===== src/rtl/imm_gen_pkg.sv =====
// imm_gen_pkg: shared immediate format codes and XLEN legality check for imm_gen_pipe
package imm_gen_pkg;
  typedef enum logic [2:0] {
    IMM_ZERO  = 3'b000,
    IMM_I     = 3'b001,
    IMM_S     = 3'b010,
    IMM_B     = 3'b011,
    IMM_U     = 3'b100,
    IMM_J     = 3'b101,
    IMM_Z     = 3'b110,
    IMM_I_ALT = 3'b111
  } imm_type_e;
  localparam int XLEN_NARROW = 32;
  localparam int XLEN_WIDE   = 64;
  function automatic bit xlen_legal(input int xlen);
    return xlen == XLEN_NARROW || xlen == XLEN_WIDE;
  endfunction
endpackage


===== src/rtl/imm_decode_comb.sv =====
// imm_decode_comb: combinational RISC-V immediate decode, sign-extended from bit 31 to XLEN
// Ports: instr[31:7] instruction bits, typ format select, imm extended result,
//        err set when the format code is unsupported in this build.
// Build option: IMM_GEN_ZIMM_EN enables the CSR zimm format (code 110).
module imm_decode_comb
  import imm_gen_pkg::*;
#(
  parameter int XLEN = 32
) (
  input  logic [31:7]     instr,
  input  imm_type_e       typ,
  output logic [XLEN-1:0] imm,
  output logic            err
);
  logic [31:0] w_imm32;
  logic [31:0] w_imm_i;
  assign w_imm_i = {{20{instr[31]}}, instr[31:20]};
  // Every format is already correct in 32 bits with bit 31 as its sign (zimm and zero have bit 31 clear),
  // so one sign extension covers XLEN=64, including the U format.
  always_comb begin
    w_imm32 = '0;
    err = 1'b0;
    case (typ)
      IMM_ZERO:         w_imm32 = '0;
      IMM_I, IMM_I_ALT: w_imm32 = w_imm_i;
      IMM_S:            w_imm32 = {{20{instr[31]}}, instr[31:25], instr[11:7]};
      IMM_B:            w_imm32 = {{19{instr[31]}}, instr[31], instr[7], instr[30:25], instr[11:8], 1'b0};
      IMM_U:            w_imm32 = {instr[31:12], 12'h000};
      IMM_J:            w_imm32 = {{11{instr[31]}}, instr[31], instr[19:12], instr[20], instr[30:21], 1'b0};
`ifdef IMM_GEN_ZIMM_EN
      IMM_Z:            w_imm32 = {27'b0, instr[19:15]};
`else
      IMM_Z: begin
        w_imm32 = w_imm_i;
        err = 1'b1;
      end
`endif
    endcase
  end
  assign imm = XLEN'($signed(w_imm32));
endmodule


===== src/rtl/imm_gen_pipe.sv =====
// imm_gen_pipe: registered immediate generator with valid/ready handshake and 2-entry skid buffer
// Ports: clk, rst (sync, active high), flush (sync discard);
//        in_valid/in_ready, instr_in, imm_type_in, tag_in upstream;
//        out_valid/out_ready, imm_out, tag_out, type_err downstream.
// Build option: IMM_GEN_ZIMM_EN (see imm_decode_comb).
module imm_gen_pipe
  import imm_gen_pkg::*;
#(
  parameter int XLEN  = 32,
  parameter int TAG_W = 8
) (
  input  logic             clk,
  input  logic             rst,
  input  logic             flush,
  input  logic             in_valid,
  output logic             in_ready,
  input  logic [31:7]      instr_in,
  input  logic [2:0]       imm_type_in,
  input  logic [TAG_W-1:0] tag_in,
  output logic             out_valid,
  input  logic             out_ready,
  output logic [XLEN-1:0]  imm_out,
  output logic [TAG_W-1:0] tag_out,
  output logic             type_err
);
  localparam bit XLEN_OK = xlen_legal(XLEN);
  if (!XLEN_OK) begin : g_bad_xlen
    $error("imm_gen_pipe: XLEN must be 32 or 64");
  end
  logic             r_main_v, r_skid_v;
  logic [XLEN-1:0]  r_main_imm, r_skid_imm;
  logic [TAG_W-1:0] r_main_tag, r_skid_tag;
  logic             r_main_err, r_skid_err;
  logic [XLEN-1:0]  w_imm;
  logic             w_err, w_acc;
  imm_decode_comb #(.XLEN(XLEN)) u_dec (
    .instr(instr_in),
    .typ  (imm_type_e'(imm_type_in)),
    .imm  (w_imm),
    .err  (w_err)
  );
  // Ready depends only on the skid flag, so out_ready never reaches in_ready combinationally.
  assign in_ready  = !r_skid_v;
  assign w_acc     = in_valid && in_ready;
  assign out_valid = r_main_v;
  assign imm_out   = r_main_imm;
  assign tag_out   = r_main_tag;
  assign type_err  = r_main_err;
  // Main can advance when empty or emitting; skid is only ever full while main is full.
  always_ff @(posedge clk) begin
    if (rst) begin
      r_main_v   <= 1'b0;
      r_main_imm <= '0;
      r_main_tag <= '0;
      r_main_err <= 1'b0;
      r_skid_v   <= 1'b0;
      r_skid_imm <= '0;
      r_skid_tag <= '0;
      r_skid_err <= 1'b0;
    end else if (flush) begin
      r_main_v <= 1'b0;
      r_skid_v <= 1'b0;
    end else if (!r_main_v || out_ready) begin
      r_main_v <= r_skid_v || w_acc;
      r_skid_v <= 1'b0;
      if (r_skid_v) begin
        r_main_imm <= r_skid_imm;
        r_main_tag <= r_skid_tag;
        r_main_err <= r_skid_err;
      end else if (w_acc) begin
        r_main_imm <= w_imm;
        r_main_tag <= tag_in;
        r_main_err <= w_err;
      end
    end else if (w_acc) begin
      r_skid_v   <= 1'b1;
      r_skid_imm <= w_imm;
      r_skid_tag <= tag_in;
      r_skid_err <= w_err;
    end
  end
endmodule


===== config.mk =====
export PLATFORM = sky130hd
export DESIGN_NAME = imm_gen_pipe
export DESIGN_NICKNAME = d
export VERILOG_FILES = /design/src/rtl/imm_gen_pkg.sv /design/src/rtl/imm_decode_comb.sv /design/src/rtl/imm_gen_pipe.sv
export SDC_FILE = /design/constraint.sdc
export NUM_CORES = 1
export LEC_CHECK = 0
export BUFFER_PORTS_ARGS = -buffer_cell sky130_fd_sc_hd__buf_2
export CAP_MARGIN = 20
export CORE_ASPECT_RATIO = 0.5
export CORE_MARGIN = 2
export CORE_UTILIZATION = 40
export DETAILED_ROUTE_END_ITERATION = 10
export GPL_TIMING_DRIVEN = 1
export PLACE_DENSITY = 0.65
export SLEW_MARGIN = 0
export SYNTH_ARGS = -nofsm -noshare
export SYNTH_HDL_FRONTEND = slang
export SYNTH_HIERARCHICAL = 1
export SYNTH_SLANG_ARGS = --single-unit

===== constraint.sdc =====
create_clock -name clk -period 2.4 [get_ports clk]
set_input_delay 0.48 -clock clk [delete_from_list [all_inputs] [get_ports clk]]
set_output_delay 0.48 -clock clk [all_outputs]
set_load 0.005 [all_outputs]

==> metrics <==
clk buf depth=2; Post-Syn Area=4690 µm²; Worst Tran Pin Value=612 ps; initial core utilization=41.8%; CP max FO=10; GP Congestion=0.822; Netlist cell types=32; warnings from Yosys=6; drt drc=0; Die W=157 µm; H-Tree Depth=3; slowest stage delay, CP=510 ps; critical path cell sequence=buf_2 -> inv_1 -> nor2_1 -> a21o_2 -> mux2_2 -> nor4_1 -> a211oi_1; Design Area, Final=5500 µm²; drt pass-1 iters=5; post-synthesis instance total=478; antenna viol nets, final=0; WHS=413 ps; hold crit path type=in2reg; Critical Path Start Type=input pin; total routed wirelength=11,100 µm; area grow syn2layout=17.2%; Worst Path Required=2650 ps; outcome=complete, no violations; Hold Fails Final Rpt=0; DP Wirelength=7050 µm; ys flop type=dfxtp_1; max-cap viol count=0; Layout Nets=578; Max IR drop VDD=0.000339 V; nature of the critical path endpoint=flip-flop; wire length per cell=15.8 µm; Async SR Flop Fraction=0%; Yosys reg bits=84; leakage=2.12 nW; clk sink count=84; first-pass GRT wire length=18,400 µm; clk root buf=clkbuf_16; relative slew slack=59.1%; Post-synth EDFFs=0; Die Span Y=80.6 µm; initial antenna violation count=0; WS Path Type=in2reg; all-layer global routing usage=18.6%; CTS clock-pin slew for the worst setup and hold paths=60 ps; crit path DAT=2020 ps; diode count=0; final period utilization=73.8%; Largest delay share family, worst path=simple AND/OR/NAND/NOR gates; number of buffers created by CTS=9; Layout Skew=3.61 ps; vias in the first global route=3,578; final core utilization=49.0%; IO Port Bufs=83; top cells by area, synth=dfxtp_1, nand2b_1, a211oi_2, mux2i_1, mux2_1; Power per Cell Area=614 nW/µm²; # setup viols final=0; postcts setup bufs=0; most area-hungry cell type in the Yosys netlist=dfxtp_1; gr ovfl total=0; setup TNS=0 ps; # hold bufs at CTS=0; share of cells above drive strength 1=30.9%; Post-Syn Area per Cell=9.81 µm²; Worst-Skew Late Latency=330 ps; initial detailed-routing violation count=140; Core Area=11,200 µm²; syn nets=519; placed cell areas=5190 µm²; Vias/cell=5.05; Min Clock Period, post-route=1770 ps; CP max stage cell=nor2_1; Resized Gates After CTS=0; RSZ-0062 raised after global routing=no; Die ar.=12,700 µm²; Final Max Tran Viols=0; row count=27; Seq/Total Area, Yosys=35.8%; Crit path buffers/inverters=2; largest net degree at the start of global routing=76; share of the synthesized area in the top cell type=35.8%; DR vias=3,532; CTS tree=built; # IOs=84; Fmax=0.565 GHz
-- logic make-up after synthesis --
group	count (synthesis)	synth area share (%)
AND/OR/NAND/NOR	148	19.9
multiplexers	88	19.9
buffers and inverters	88	8.62
flip-flops	84	35.8
AO/OA/AOI/OAI	70	15.8
-- Yosys cell counts (all sizes together) (9+ instances only) --
cell type and count:
mux2i 47, dfxtp 84, clkbuf 24, mux2 41, inv 44, nor4 42, nand2b 85, nor2b 9
a211oi 42, buf 20, a21o 18
-- worst register-to-register path: stages (launching register included) --
cell      delay (ps)
dfxtp_2          390
nor2_4            50
or3_2            460
buf_4            310
a211oi_2         300
-- area by class of cell --
type	count	area, µm²
Multi-Input combinational cell	306	2630
Inverter	44	165
Sequential cell	84	1680
Clock buffer	14	274
Timing Repair Buffer	92	523
Clock inverter	1	30.0
Fill cell	1061	5720
Tap cell	159	199
-- cell usage in the layout, fill, tap and decap left out, types with 2 or more instances in the layout --
cell type / n
a21o_1: 10
a21o_2: 8
nor2_4: 2
nand2b_1: 85
a211oi_1: 2
mux2_1: 39
buf_12: 3
clkbuf_8: 3
clkbuf_1: 2
a32o_1: 2
nand2_1: 5
mux2i_1: 47
buf_2: 82
a211oi_2: 40
inv_1: 43
dfxtp_1: 83
nor4_1: 42
nor2b_1: 6
mux2_2: 2
clkbuf_16: 9
buf_4: 7
nor2b_2: 2
o21ai_0: 5
-- metrics by stage --
| stage | total power [mW] | setup WS [ps] | instances |
|---|---|---|---|
| 3_3_place_gp | 1.99 | 373 | 685 |
| 4_1_cts | 3.42 | 669 | 700 |
| 5_1_grt | 3.51 | 520 | 700 |
| 2_1_floorplan | 1.83 | 616 | 478 |
| 3_5_place_dp | 1.99 | 321 | 685 |
| 6_report | 3.38 | 630 | 700 |
-- power by group --
group	total [mW]	internal (mW)	switching, mW
combinational	0.484	0.222	0.262
clock	1.42	0.887	0.531
sequential	1.48	1.45	0.0267
-- layer usage --
layer	vias to the layer above	global-route usage (%)	wire (µm)
li1	1783	-	-
met4	0	4.64	57
met1	1693	24.6	5630
met5	-	0	0
met3	4	4.26	338
met2	52	31.0	5030
-- worst paths after layout --
| check | startpoint | end | slack [ps] | cells after the start |
|---|---|---|---|---|
| min | tag_in[3] | r_skid_tag[3] | 410 | 3 |
| max | imm_type_in[2] | imm_out[14] | 630 | 7 |
| min reg2reg | tag_out[4] | tag_out[4] | 460 | 2 |
| max reg2reg | r_skid_v | tag_out[3] | 810 | 4 |
-- state kept, by name (all words and copies together), names as in the netlist --
signal,flops
r_skid_tag,8
r_skid_err,1
type_err,1
r_skid_imm,32
imm_out,32
r_skid_v,1
out_valid,1
tag_out,8
Power figures use the tool's default switching activity.
